$ cat src/rtl/midi_msg_decoder_pkg.sv
// Shared definitions for the MIDI message decoder: command codes, bus width,
// FSM state encoding and the status-byte classification record.
// Command code 0 (NONE) is the reset value of the command field and never pulses.
package midi_msg_decoder_pkg;

    localparam int MIDI_CMD_SIZE = 4;

    localparam logic [MIDI_CMD_SIZE-1:0] MIDI_CMD_NONE         = 4'd0;
    localparam logic [MIDI_CMD_SIZE-1:0] MIDI_CMD_NOTE_OFF     = 4'd1;
    localparam logic [MIDI_CMD_SIZE-1:0] MIDI_CMD_NOTE_ON      = 4'd2;
    localparam logic [MIDI_CMD_SIZE-1:0] MIDI_CMD_AFTERTOUCH   = 4'd3;
    localparam logic [MIDI_CMD_SIZE-1:0] MIDI_CMD_CC           = 4'd4;
    localparam logic [MIDI_CMD_SIZE-1:0] MIDI_CMD_PROG_CHANGE  = 4'd5;
    localparam logic [MIDI_CMD_SIZE-1:0] MIDI_CMD_CH_PRESSURE  = 4'd6;
    localparam logic [MIDI_CMD_SIZE-1:0] MIDI_CMD_PITCH_BEND   = 4'd7;
    localparam logic [MIDI_CMD_SIZE-1:0] MIDI_CMD_SYS_COMMON   = 4'd8;
    localparam logic [MIDI_CMD_SIZE-1:0] MIDI_CMD_SYS_REALTIME = 4'd9;

    typedef enum logic [1:0] {
        ST_IDLE    = 2'd0,
        ST_WAIT_D0 = 2'd1,
        ST_WAIT_D1 = 2'd2,
        ST_SYSEX   = 2'd3
    } state_t;

    // Result of classifying a status byte: command code and number of data bytes.
    typedef struct packed {
        logic [MIDI_CMD_SIZE-1:0] cmd;
        logic [1:0]               cnt;
    } status_info_t;

endpackage

$ cat src/rtl/midi_msg_decoder.sv
// Purpose : parse a raw MIDI byte stream into complete messages (running
//           status, interleaved real-time bytes, SysEx skipping).
// Latency : midi_rdy pulses 1 cycle after the byte_rdy of the completing byte.
// Backpressure: none; accepts one byte every cycle, never stalls.
// Ports   : clk/reset (sync, active-high); byte_rdy/byte_data from UART RX;
//           midi_rdy pulse with midi_cmd/midi_ch_sysn/midi_data0/midi_data1
//           held until the next pulse.
module midi_msg_decoder
    import midi_msg_decoder_pkg::*;
(
    input  logic                     clk,
    input  logic                     reset,
    input  logic                     byte_rdy,
    input  logic [7:0]               byte_data,
    output logic                     midi_rdy,
    output logic [MIDI_CMD_SIZE-1:0] midi_cmd,
    output logic [3:0]               midi_ch_sysn,
    output logic [6:0]               midi_data0,
    output logic [6:0]               midi_data1
);

    state_t       state;
    logic [7:0]   run_status;   // last channel status, reused for running status
    logic         run_vld;
    logic [7:0]   cur_status;   // status of the message being assembled
    logic [6:0]   d0;           // first data byte of the message being assembled
    status_info_t run_info;
    status_info_t cur_info;

    function automatic status_info_t lookup(input logic [7:0] s);
        status_info_t r;
        r.cmd = MIDI_CMD_NONE;
        r.cnt = 2'd0;
        case (s[7:4])
            4'h8: begin r.cmd = MIDI_CMD_NOTE_OFF;    r.cnt = 2'd2; end
            4'h9: begin r.cmd = MIDI_CMD_NOTE_ON;     r.cnt = 2'd2; end
            4'hA: begin r.cmd = MIDI_CMD_AFTERTOUCH;  r.cnt = 2'd2; end
            4'hB: begin r.cmd = MIDI_CMD_CC;          r.cnt = 2'd2; end
            4'hC: begin r.cmd = MIDI_CMD_PROG_CHANGE; r.cnt = 2'd1; end
            4'hD: begin r.cmd = MIDI_CMD_CH_PRESSURE; r.cnt = 2'd1; end
            4'hE: begin r.cmd = MIDI_CMD_PITCH_BEND;  r.cnt = 2'd2; end
            4'hF: begin
                case (s[3:0])
                    4'h1, 4'h3: begin r.cmd = MIDI_CMD_SYS_COMMON; r.cnt = 2'd1; end
                    4'h2:       begin r.cmd = MIDI_CMD_SYS_COMMON; r.cnt = 2'd2; end
                    4'h6:       begin r.cmd = MIDI_CMD_SYS_COMMON; r.cnt = 2'd0; end
                    default:    begin r.cmd = MIDI_CMD_NONE;       r.cnt = 2'd0; end
                endcase
            end
            default: begin r.cmd = MIDI_CMD_NONE; r.cnt = 2'd0; end
        endcase
        return r;
    endfunction

    // Generators treat NOTE_ON with zero velocity as a release.
    function automatic logic [MIDI_CMD_SIZE-1:0] final_cmd(
        input logic [MIDI_CMD_SIZE-1:0] cmd,
        input logic [6:0]               vel
    );
        return (cmd == MIDI_CMD_NOTE_ON && vel == 7'd0) ? MIDI_CMD_NOTE_OFF : cmd;
    endfunction

    assign run_info = lookup(run_status);
    assign cur_info = lookup(cur_status);

    always_ff @(posedge clk) begin
        if (reset) begin
            state        <= ST_IDLE;
            run_status   <= 8'h00;
            run_vld      <= 1'b0;
            cur_status   <= 8'h00;
            d0           <= 7'd0;
            midi_rdy     <= 1'b0;
            midi_cmd     <= MIDI_CMD_NONE;
            midi_ch_sysn <= 4'd0;
            midi_data0   <= 7'd0;
            midi_data1   <= 7'd0;
        end else begin
            midi_rdy <= 1'b0;
            if (byte_rdy) begin
                if (byte_data[7:3] == 5'b11111) begin
                    // Real-time: emit only, decoder state is left untouched.
                    midi_rdy     <= 1'b1;
                    midi_cmd     <= MIDI_CMD_SYS_REALTIME;
                    midi_ch_sysn <= byte_data[3:0];
                    midi_data0   <= 7'd0;
                    midi_data1   <= 7'd0;
                end else if (byte_data[7]) begin
                    // Any other status abandons a partial message or leaves SysEx.
                    if (byte_data[7:4] != 4'hF) begin
                        run_status <= byte_data;
                        run_vld    <= 1'b1;
                        cur_status <= byte_data;
                        state      <= ST_WAIT_D0;
                    end else begin
                        case (byte_data[3:0])
                            4'h0: begin
                                run_vld <= 1'b0;
                                state   <= ST_SYSEX;
                            end
                            4'h7: state <= ST_IDLE;
                            4'h1, 4'h2, 4'h3: begin
                                run_vld    <= 1'b0;
                                cur_status <= byte_data;
                                state      <= ST_WAIT_D0;
                            end
                            4'h6: begin
                                run_vld      <= 1'b0;
                                state        <= ST_IDLE;
                                midi_rdy     <= 1'b1;
                                midi_cmd     <= MIDI_CMD_SYS_COMMON;
                                midi_ch_sysn <= 4'h6;
                                midi_data0   <= 7'd0;
                                midi_data1   <= 7'd0;
                            end
                            default: begin
                                run_vld <= 1'b0;
                                state   <= ST_IDLE;
                            end
                        endcase
                    end
                end else begin
                    case (state)
                        ST_IDLE: begin
                            if (run_vld) begin
                                cur_status <= run_status;
                                if (run_info.cnt == 2'd1) begin
                                    midi_rdy     <= 1'b1;
                                    midi_cmd     <= run_info.cmd;
                                    midi_ch_sysn <= run_status[3:0];
                                    midi_data0   <= byte_data[6:0];
                                    midi_data1   <= 7'd0;
                                end else begin
                                    d0    <= byte_data[6:0];
                                    state <= ST_WAIT_D1;
                                end
                            end
                        end
                        ST_WAIT_D0: begin
                            if (cur_info.cnt == 2'd1) begin
                                midi_rdy     <= 1'b1;
                                midi_cmd     <= cur_info.cmd;
                                midi_ch_sysn <= cur_status[3:0];
                                midi_data0   <= byte_data[6:0];
                                midi_data1   <= 7'd0;
                                state        <= ST_IDLE;
                            end else begin
                                d0    <= byte_data[6:0];
                                state <= ST_WAIT_D1;
                            end
                        end
                        ST_WAIT_D1: begin
                            midi_rdy     <= 1'b1;
                            midi_cmd     <= final_cmd(cur_info.cmd, byte_data[6:0]);
                            midi_ch_sysn <= cur_status[3:0];
                            midi_data0   <= d0;
                            midi_data1   <= byte_data[6:0];
                            state        <= ST_IDLE;
                        end
                        default: ;  // SysEx payload is discarded
                    endcase
                end
            end
        end
    end

endmodule

$ cat config.mk
export PLATFORM = sky130hd
export DESIGN_NAME = midi_msg_decoder
export DESIGN_NICKNAME = d
export VERILOG_FILES = /design/src/rtl/midi_msg_decoder_pkg.sv /design/src/rtl/midi_msg_decoder.sv
export SDC_FILE = /design/constraint.sdc
export NUM_CORES = 1
export LEC_CHECK = 0
export BUFFER_PORTS_ARGS = -buffer_cell sky130_fd_sc_hd__buf_2
export CORE_MARGIN = 4
export CORE_UTILIZATION = 40
export DETAILED_ROUTE_END_ITERATION = 10
export PLACE_DENSITY = 0.57
export SYNTH_ARGS = -nofsm -noshare
export SYNTH_HDL_FRONTEND = slang
export SYNTH_SLANG_ARGS = --single-unit
export TNS_END_PERCENT = 100
$ cat constraint.sdc
create_clock -name clk -period 3.72 [get_ports clk]
set_input_delay 0.372 -clock clk [delete_from_list [all_inputs] [get_ports clk]]
set_output_delay 0.372 -clock clk [all_outputs]
set_load 0.01 [all_outputs]
# After elaboration in Yosys (flattened, before gate mapping)
# Cells that the tools add are included.
dict set report totals {
  elab_cells 141
  input_bits 11
  regBits 49
}
dict set report op_classes {
  n_eq_ne 48
  n_mux 61
  n_reduce_logical 19
  bitwise 3
}
# operator n
set ops {}
lappend ops {{$mux 7} 15}
lappend ops {{$pmux 6 s8} 2}
lappend ops {{$eq 4x4->1 const B} 16}
lappend ops {{$mux 4} 15}
lappend ops {{$pmux 7 s3} 2}
lappend ops {{$mux 8} 5}
lappend ops {{$pmux 6 s3} 2}
lappend ops {{$eq 4x2->1 const B} 7}
lappend ops {{$pmux 4 s3} 2}
lappend ops {{$eq 4x3->1 const B} 4}
lappend ops {{$ne 4x4->1 const B} 4}
lappend ops {{$pmux 7 s2} 1}
lappend ops {{$reduce_and 7->1} 2}
lappend ops {{$eq 4x1->1 const B} 3}
lappend ops {{$mux 2} 5}
lappend ops {{$reduce_and 5->1} 2}
lappend ops {{$mux 1} 9}
lappend ops {{$ne 3x3->1 const B} 3}
lappend ops {{$ne 2x2->1 const B} 4}
lappend ops {{$reduce_and 4->1} 2}
lappend ops {{$logic_not 7->1} 1}
lappend ops {{$eq 2x1->1 const B} 3}
lappend ops {{$ne 3x1->1 const B} 2}
lappend ops {{$pmux 2 s3} 1}
lappend ops {{13 further kinds} 19}

# Longest topological paths before layout
# Gate-level depths: netlist (run 1).
dict set report logic_depth {
  depth_word 10
  mapped_depth 8
}

# Worst setup path after synthesis (run 1)
# No wires, ideal clock.
dict set report synth_timing {
  path_type {reg2reg}
  startpoint {register state[0]}
  endpoint {register midi_data0[1]}
  required_time_ns 3.599
  slack_ns 1.652
  n_path_buf 2
  stages_incl_launch_ff 9
  t_arrival_ns 1.946
  period_less_slack_ns 2.068
  cell_sequence {dfxtp_1 -> inv_1 -> ha_1 -> o41ai_1 -> a211oi_2 -> and3_1 -> buf_6 -> buf_12 -> mux2_4}
}
dict set report synth_between {
  elab_chain_cells 4
  word_cells_on_any_way 11
  classes_between {eq/ne: 5; mux: 3; reduce/logical: 3}
}
# element line_no
set synth_rtl {}
lappend synth_rtl {{start, declared} midi_msg_decoder.sv:22} ;# state_t state;
lappend synth_rtl {{start signal, assigned} midi_msg_decoder.sv:68} ;# state <= ST_IDLE;
lappend synth_rtl {{start signal, assigned} midi_msg_decoder.sv:94} ;# state <= ST_WAIT_D0;
lappend synth_rtl {{start signal, assigned} midi_msg_decoder.sv:99} ;# state <= ST_SYSEX;
lappend synth_rtl {{$eq 2x2->1 (tied with other cells)} midi_msg_decoder.sv:123} ;# case (state)
lappend synth_rtl {{$pmux 7 s3} midi_msg_decoder.sv:123}
lappend synth_rtl {{$mux 7} midi_msg_decoder.sv:88} ;# end else if (byte_data[7]) begin
lappend synth_rtl {{$mux 7} midi_msg_decoder.sv:81} ;# if (byte_data[7:3] == 5'b11111) begin
lappend synth_rtl {{end signal, assigned} midi_msg_decoder.sv:131} ;# midi_data0 <= byte_data[6:0];
lappend synth_rtl {{end signal, assigned} midi_msg_decoder.sv:144} ;# midi_data0 <= byte_data[6:0];
lappend synth_rtl {{end, declared} midi_msg_decoder.sv:18} ;# output logic [6:0] midi_data0,
# Parallel ways exist; a longest one is shown, timed or not.
# A chain may end at the register's enable or synchronous reset.

# Final worst setup path (run 1)
dict set report layout_timing {
  startpoint {register state[0]}
  endpoint {register midi_cmd[2]}
}
dict set report layout_between {
  elab_chain_cells 4
  word_cells_on_any_way 11
  classes_between {eq/ne: 5; mux: 3; reduce/logical: 3}
}
# element line_no
set layout_rtl {}
lappend layout_rtl {{$eq 2x2->1 (tied with other cells)} midi_msg_decoder.sv:123}
lappend layout_rtl {{$pmux 4 s3} midi_msg_decoder.sv:123}
lappend layout_rtl {{$mux 4} midi_msg_decoder.sv:88}
lappend layout_rtl {{$mux 4} midi_msg_decoder.sv:81}
lappend layout_rtl {{end signal, assigned} midi_msg_decoder.sv:129} ;# midi_cmd <= run_info.cmd;
lappend layout_rtl {{end signal, assigned} midi_msg_decoder.sv:142} ;# midi_cmd <= cur_info.cmd;
lappend layout_rtl {{end signal, assigned} midi_msg_decoder.sv:154} ;# midi_cmd <= final_cmd(cur_info.cmd, byte_data[6:0]);
lappend layout_rtl {{end, declared} midi_msg_decoder.sv:16} ;# output logic [MIDI_CMD_SIZE-1:0] midi_cmd,
# Parallel ways exist; a longest one is shown, timed or not.

==> impl_metrics.json, run 1 <==
{
  "clockPowerShare_pct": 28.9,
  "grt_pass1_wl_um": 10800,
  "rows": 29,
  "switchingPower_mw": 0.324,
  "relSlewSlack_pct": 47.6,
  "gp_congestion": 0.850,
  "critPathRequiredTime_ns": 3.95,
  "hold_viol_final": 0,
  "synth-main-ff-cell": "dfxtp_1",
  "ys_seq_area_share_pct": 37.3,
  "dieArea_um2": 7940,
  "worst_path_max_delay_cell": "ha_1",
  "cp-start-kind": "flop",
  "area_growth_pct": 8.09,
  "power.density_nw_per_um2": 382,
  "grt_max_degree": 35,
  "core_um2": 6350,
  "antenna_found_initial": 0,
  "die_height_um": 89.1,
  "syn-num-nets": 301,
  "synthDistinctLibCells": 53,
  "root_buffer": "clkbuf_8",
  "yosys.area.top_type": "dfxtp_1",
  "grt_pass1_vias": 2025,
  "end_kind": "flop",
  "cts.sinks": 49,
  "route.detailed.drc": 0,
  "track_usage_pct": 17.6,
  "finalCoreUtilization_pct": 44.8,
  "cp_max_fo": 15,
  "synthCells": 286,
  "antenna_left": 0,
  "dp_hpwl_um": 4710,
  "cts_buffers": 5,
  "p_leak_nw": 1.09,
  "n_antenna_cell": 0,
  "nets": 317,
  "finalCriticalPeriod_ns": 2.70,
  "cts_buffer_depth": 2,
  "synth_edf_count": 0,
  "vias": 2128,
  "yosys_warnings": 0,
  "fillers": 651,
  "h-tree-depth": 2,
  "p_total_mw": 1.09,
  "max_freq_mhz": 371,
  "async_reset_ff_share_pct": 0,
  "synth.avg_cell_area_um2": 9.20,
  "start_util_pct": 41.4,
  "io_pins": 34,
  "clkTransAtPathRegs_ns": 0.09,
  "worst_pin_slew_ns": 0.785,
  "comb_power_share_pct": 18.0,
  "maxCapViolations": 0,
  "crit_type": "reg2reg",
  "whs_ns": 0.374,
  "rsz0062_at_grt": "false",
  "peakVddDrop_mv": 0.204,
  "netlist.area_leader.share_pct": 37.3,
  "drtIter0Drc": 147,
  "cts_hold_buf": 0,
  "ctsResizeCount": 0,
  "clk_latency_ns": 0.30,
  "synth_area_um2": 2630,
  "drive_above_1_share_pct": 19.8,
  "drt-vias-per-instance": 5.60,
  "grt-ovfl-total": 0,
  "p_int_mw": 0.762,
  "wl_per_cell_um": 17.8,
  "setup_viol": 0,
  "seq_power_share_pct": 53.1,
  "portBuffers": 33,
  "switching_share_pct": 29.9,
  "yosys-top-cells-area": "dfxtp_1 (37%), mux2i_1 (14%), nor2_1 (5.0%), nand2_1 (4.3%), a211oi_1 (2.9%)",
  "synth-seq-cells": 49,
  "cpPeakStageDelay_ns": 0.59,
  "critPathArrivalTime_ns": 2.92,
  "finalWirelength_um": 6750,
  "cts_setup_buffers": 0,
  "outcome": "completed",
  "first_pass_iters": 5,
  "finalSetupTns_ns": 0,
  "pre_cts_slack_ns": 1.07,
  "fin_skew_ns": 0.00607,
  "timing.final.ws_setup_ns": 1.02,
  "hold_class": "in2reg",
  "drv_slew": 0,
  "post-route-period-util_pct": 72.5,
  "cts_tree": "done",
  "cp_cell_sequence": "inv_1, ha_1, o41ai_1, a211oi_2, and3_1, buf_4, mux2i_1",
  "die_w_um": 89.1
}
[through the flow]
| stage | area (um2) | instances |
|---|---|---|
| floorplan | 2630 | 286 |
| global placement | 2760 | 372 |
| detailed placement | 2760 | 372 |
| CTS | 2840 | 380 |
| global route | 2840 | 380 |
| finish | 2840 | 380 |
[path summary, 6_finish.rpt]
kind                             startpoint     endpoint  depth (start not counted)  slack [ns]
worst max-delay path               state[0]  midi_cmd[2]                          7        1.02
worst min-delay path               byte_rdy     midi_rdy                          2        0.37
worst max register to register     state[0]  midi_cmd[2]                          7        1.02
worst min register to register  midi_cmd[0]  midi_cmd[0]                          2        0.46
[cell usage in the layout (no fill, tap or decap), types with 2 or more instances in the layout]
cell,count
dfxtp_1,49
mux2i_1,37
nor2_1,35
buf_2,33
nand2_1,30
a211oi_1,10
nor2b_1,8
mux2_2,6
inv_1,5
o21ai_0,5
nand3_1,5
nor3_1,5
mux2_4,5
a21oi_1,5
clkbuf_8,5
o221ai_1,4
xor2_1,4
ha_1,4
a311o_1,3
and3_1,3
a31oi_1,3
o221a_2,3
nand4b_1,2
o22ai_1,2
a21o_1,2
a311oi_1,2
nand4_1,2
clkbuf_1,2
buf_4,2
[final cells by class]
class / instances / area, um2 / share of cell area [%]
Clock buffer: 7 / 76.3 / 2.68
Clock inverter: 1 / 7.51 / 0.264
Inverter: 5 / 18.8 / 0.660
Multi-Input combinational cell: 206 / 1480 / 52.2
Sequential cell: 49 / 981 / 34.5
Tap cell: 77 / 96.3 / 3.39
Timing Repair Buffer: 35 / 180 / 6.34
[synth_stat cells, types with 6 or more instances]
cell and n:
a211oi_1 10, mux2_2 6, mux2i_1 37, dfxtp_1 49, nand2_1 30, buf_2 11
nor2_1 35, nor2b_1 8, clkbuf_1 8
[critical path, delay by kind of cell, from the launching register on]
family,cells,cell delay [ns]
DFF,1,0.36
AOI/OAI and AO/OA,2,0.50
adders and majority gates,1,0.59
buffers and inverters,2,0.44
and+or+nand+nor,1,0.51
muxes,1,0.22
[power by group through the flow]
stage | clock (mW) | combinational (mW) | sequential [mW]
global placement | 0 | 0.193 | 0.588
finish | 0.314 | 0.195 | 0.577
CTS | 0.322 | 0.194 | 0.576
detailed placement | 0 | 0.193 | 0.588
floorplan | 0 | 0.157 | 0.581
global route | 0.335 | 0.214 | 0.581
[flip-flops by register name, summed over array words and instances (netlist names), 2 cells and up]
signal        cells
cur_status        8
d0                7
midi_ch_sysn      4
midi_cmd          4
midi_data0        7
midi_data1        7
run_status        8
state             2
[routing by layer]
layer	up-vias	global-route usage, %	share of wire (%)	wire length (um)
li1	1056	-	-	-
met1	1002	26.4	50	3370
met2	68	25.9	43	2890
met3	2	3.78	6.7	453
met4	0	3.65	0.46	31
met5	-	0	0	0
[kinds of logic (layout without fill, tap and decap cells)]
| family | after synthesis | count (layout) | share of synthesized area, % |
|---|---|---|---|
| adder cells (fa/ha/maj) | 4 | 4 | 1.90 |
| buffers and inverters | 31 | 48 | 6.33 |
| AND/OR/NAND/NOR | 98 | 98 | 17.5 |
| XOR/XNOR | 4 | 4 | 1.33 |
| AO/OA/AOI/OAI | 52 | 52 | 16.1 |
| multiplexers | 48 | 48 | 19.5 |
| flip-flops | 49 | 49 | 37.3 |
Note: power is estimated with default switching activity, not from simulation.
==> inputs of run 2 (changes only) <==
==> constraint.sdc (replaced) <==
create_clock -name clk -period 2.52 [get_ports clk]
set_input_delay 0.252 -clock clk [delete_from_list [all_inputs] [get_ports clk]]
set_output_delay 0.252 -clock clk [all_outputs]
set_load 0.01 [all_outputs]
==> run 2 against run 1 <==
Net effect: total power grew 60%; core utilization rose by 1.2 points; hold slack worse by 0.13 ns; clock-buffer cell count is the same; wire length down 0.36%; clock power grew 89%; critical path depth is the same; largest power group unchanged; non-clock buffer count increased by 6; die area unchanged; combinational power increased by 52%.
==> impl_metrics.json, run 2 (same netlist as run 1, synthesis figures left out) <==
{
  "die_height_um": 89.1,
  "critPathArrivalTime_ns": 2.55,
  "antenna_found_initial": 0,
  "min_path_cells": 2,
  "r2r-end": "midi_cmd[3]",
  "layout_commonest_cell": "dfxtp_1",
  "dp_hpwl_um": 4740,
  "root_buffer": "clkbuf_8",
  "rr_startpoint": "state[0]",
  "cts.sinks": 49,
  "outcome": "completed",
  "drv_slew": 0,
  "io_pins": 34,
  "grt_pass1_wl_um": 10800,
  "post-route-period-util_pct": 92.0,
  "fin_skew_ns": 0.00620,
  "track_usage_pct": 17.8,
  "maxCapViolations": 0,
  "grt_max_degree": 35,
  "peakVddDrop_mv": 0.277,
  "die_w_um": 89.1,
  "cts_hold_buf": 0,
  "relSlewSlack_pct": 58.7,
  "finalSetupTns_ns": 0,
  "core_um2": 6350,
  "clkTransAtPathRegs_ns": 0.09,
  "finalCoreUtilization_pct": 46.0,
  "crit_path_start": "state[0]",
  "power.density_nw_per_um2": 596,
  "seq_power_share_pct": 48.8,
  "wl_per_cell_um": 17.4,
  "hold_viol_final": 0,
  "layout_common_cells": "dfxtp_1 (49), mux2i_1 (37), nor2_1 (35)",
  "setup_viol": 0,
  "cp-start-kind": "flop",
  "cts_buffer_depth": 2,
  "cts_tree": "done",
  "crit_type": "reg2reg",
  "switching_share_pct": 27.7,
  "drive_above_1_share_pct": 21.7,
  "clk_latency_ns": 0.31,
  "antenna_left": 0,
  "drtIter0Drc": 176,
  "rsz0062_at_grt": "false",
  "max_freq_mhz": 431,
  "largestRegisters": "cur_status: 8 flops, run_status: 8 flops",
  "grt_pass1_vias": 1973,
  "route.detailed.drc": 0,
  "p_int_mw": 1.26,
  "dieArea_um2": 7940,
  "nets": 323,
  "start_util_pct": 41.4,
  "r2r_slack_ns": 0.20,
  "clockPowerShare_pct": 34.1,
  "drt-vias-per-instance": 5.62,
  "cts_buffers": 5,
  "worst_pin_slew_ns": 0.620,
  "p_leak_nw": 1.14,
  "grt-ovfl-total": 0,
  "r2r_cells": 7,
  "h-tree-depth": 2,
  "ctsResizeCount": 0,
  "switchingPower_mw": 0.483,
  "portBuffers": 33,
  "cp_max_fo": 9,
  "finalWirelength_um": 6730,
  "first_pass_iters": 4,
  "finalCriticalPeriod_ns": 2.32,
  "comb_power_share_pct": 17.1,
  "crit_end": "midi_cmd[3]",
  "vias": 2169,
  "rows": 29,
  "cts_setup_buffers": 0,
  "critPathRequiredTime_ns": 2.75,
  "n_antenna_cell": 0,
  "hold_class": "in2reg",
  "end_kind": "flop",
  "area_growth_pct": 11.0,
  "gp_congestion": 0.903
}
==> run 2: worst min path at each step <==
stage | start | endpoint
3_3_place_gp | midi_ch_sysn[2] | midi_ch_sysn[2]
4_1_cts | byte_rdy | midi_rdy
2_1_floorplan | byte_rdy | midi_rdy
3_5_place_dp | midi_data1[5] | midi_data1[5]
6_report | byte_rdy | midi_rdy
5_1_grt | byte_rdy | midi_rdy
==> run 2: cell type report <==
type                       instances  area, um2
timing repair buffer              41        225
fill                             624       3430
clock buffer                       7       86.3
clock inverter                     1       30.0
multi-input combinational        206       1480
tap                               77       96.3
inverter                           5       18.8
sequential                        49        981
==> run 2: per-layer routing <==
layer,routed length (um),up-vias,global-route usage (%)
li1,-,1069,-
met1,3220,1014,25.8
met2,2950,81,27.0
met3,530,5,3.41
met4,27,0,4.87
met5,0,-,0
==> run 2: worst max-delay path: stages, from the launching register on <==
cell and delay [ns]:
dfxtp_1 0.40, inv_1 0.08, ha_1 0.47, o211ai_2 0.16
a211o_1 0.28, or4b_1 0.47, o31a_1 0.13, a311oi_2 0.24
==> run 2: power by group through the flow <==
stage	Combinational [mW]	Clock, mW	Sequential [mW]
4_1_cts	0.296	0.604	0.850
6_report	0.297	0.594	0.850
3_3_place_gp	0.295	0	0.868
5_1_grt	0.325	0.629	0.857
3_5_place_dp	0.295	0	0.868
2_1_floorplan	0.232	0	0.858
==> run 2: per-stage QoR <==
step	std cells	power, mW	setup WS, ns	area [um2]	hold slack, ns
after global routing	386	1.81	0.0611	2920	0.258
after global placement	378	1.16	0.310	2800	0.445
after CTS	386	1.75	0.212	2920	0.250
final	386	1.74	0.201	2920	0.245
after detailed placement	378	1.16	0.236	2800	0.443
after floorplan	286	1.09	0.452	2630	0.398
==> inputs of run 3 (changes only) <==
==> constraint.sdc (replaced) <==
create_clock -name clk -period 2.32 [get_ports clk]
set_input_delay 0.232 -clock clk [delete_from_list [all_inputs] [get_ports clk]]
set_output_delay 0.232 -clock clk [all_outputs]
set_load 0.01 [all_outputs]
==> run 3 against run 2 <==
Net effect: wire length up 3.3%; clock skew down 0.00052 ns; total power up 8.7%; sequential power up 8.5%; sequential share of layout area down 0.47 points; critical path depth unchanged; die area unchanged; critical endpoint is now midi_data0[2]; core utilization up 0.65 points; critical path type unchanged; maximum frequency up 7.8%; clock power up 6.4%.
==> impl_metrics.json, run 3 (same netlist as run 1, synthesis figures left out) <==
{
  "hold_class": "in2reg",
  "peakVddDrop_mv": 0.441,
  "cts_buffer_depth": 2,
  "max_freq_mhz": 465,
  "portBuffers": 33,
  "critPathArrivalTime_ns": 2.35,
  "grt_busiest_layer": "met2",
  "clk_latency_ns": 0.31,
  "grt_pass1_wl_um": 11100,
  "ctsResizeCount": 0,
  "layout_common_cells": "dfxtp_1 (49), mux2i_1 (37), nor2_1 (35)",
  "h-tree-depth": 2,
  "power.density_nw_per_um2": 639,
  "drtIter0Drc": 227,
  "cts_hold_buf": 0,
  "area_growth_pct": 12.6,
  "core_um2": 6350,
  "cts_buffers": 5,
  "drv_slew": 0,
  "start_util_pct": 41.4,
  "n_antenna_cell": 0,
  "gp_congestion": 0.886,
  "worst_pin_slew_ns": 0.507,
  "io_pins": 34,
  "timing.final.ws_setup_ns": 0.170,
  "root_buffer": "clkbuf_8",
  "clkTransAtPathRegs_ns": 0.09,
  "end_kind": "flop",
  "cts_tree": "done",
  "first_pass_iters": 7,
  "met3_usage_pct": 4.33,
  "grt_pass1_vias": 2058,
  "dieArea_um2": 7940,
  "largestRegisters": "cur_status: 8 flops, run_status: 8 flops",
  "setup_viol": 0,
  "track_usage_pct": 18.2,
  "dp_hpwl_um": 4830,
  "maxCapViolations": 0,
  "cts_setup_buffers": 0,
  "route.detailed.drc": 0,
  "grt-ovfl-total": 0,
  "antenna_left": 0,
  "cp-start-kind": "flop",
  "cts.sinks": 49,
  "die_w_um": 89.1,
  "drive_above_1_share_pct": 23.5,
  "finalSetupTns_ns": 0,
  "vias": 2195,
  "critPathRequiredTime_ns": 2.52,
  "finalCriticalPeriod_ns": 2.15,
  "grt_util_met2_pct": 26.8,
  "grt_max_degree": 35,
  "post-route-period-util_pct": 92.7,
  "wl_per_cell_um": 17.7,
  "pre_cts_slack_ns": 0.203,
  "hold_viol_final": 0,
  "rows": 29,
  "drt-vias-per-instance": 5.60,
  "finalWirelength_um": 6950,
  "cp_max_fo": 8,
  "use_met1_pct": 26.3,
  "relSlewSlack_pct": 65.8,
  "p_leak_nw": 1.17,
  "fin_skew_ns": 0.00568,
  "antenna_found_initial": 0,
  "rsz0062_at_grt": "false",
  "layout_commonest_cell": "dfxtp_1",
  "nets": 329,
  "die_height_um": 89.1,
  "outcome": "completed",
  "crit_type": "reg2reg"
}
## run 3: cell count changes in the layout (fill, tap and decap cells not counted)
cell	change
clkbuf_1	-1
clkinv_2	+1
inv_6	+1
clkbuf_8	-1
buf_4	+6
## run 3: per-layer routing
layer  share of wire [%]  vias to the layer above
met2                  43                       81
met3                 7.8                       17
met1                  48                     1013
met4                 1.9                        0
met5                   0                        -
li1                    -                     1084
## run 3: report_power, final
part	internal [mW]	switching, mW	total [mW]
clock network	0.324	0.308	0.632
registers	0.881	0.0412	0.922
logic	0.144	0.194	0.338
## run 3: path summary, 6_finish.rpt
| path | depth (start not counted) | slack, ns | start | to |
|---|---|---|---|---|
| hold reg to reg | 2 | 0.46 | midi_data1[2] | midi_data1[2] |
| setup reg to reg | 7 | 0.17 | state[0] | midi_data0[2] |
| hold / removal | 2 | 0.24 | byte_rdy | midi_rdy |
| setup / recovery | 7 | 0.17 | state[0] | midi_data0[2] |
## run 3: area by class of cell
class | count | area [um2]
Fill cell | 611 | 3390
Clock buffer | 5 | 68.8
Clock inverter | 3 | 43.8
Multi-Input combinational cell | 206 | 1480
Sequential cell | 49 | 981
Timing Repair Buffer | 47 | 270
Tap cell | 77 | 96.3
Inverter | 5 | 18.8
## run 3: worst max-delay path: stages, from the launching register on
cell,delay (ns)
dfxtp_1,0.40
inv_1,0.08
ha_1,0.24
o41ai_1,0.54
a211oi_2,0.11
and3_1,0.21
buf_4,0.18
mux2_4,0.30
## run 3: metrics by stage
step | total power [mW] | cell area [um2] | hold slack (ns) | std cells | util, %
2_1_floorplan | 1.18 | 2630 | 0.378 | 286 | -
4_1_cts | 1.91 | 2960 | 0.232 | 392 | 46.6
3_3_place_gp | 1.28 | 2850 | 0.445 | 384 | 44.9
5_1_grt | 1.98 | 2960 | 0.252 | 392 | 46.6
6_report | 1.89 | 2960 | 0.243 | 392 | 46.6
3_5_place_dp | 1.28 | 2850 | 0.446 | 384 | 44.9
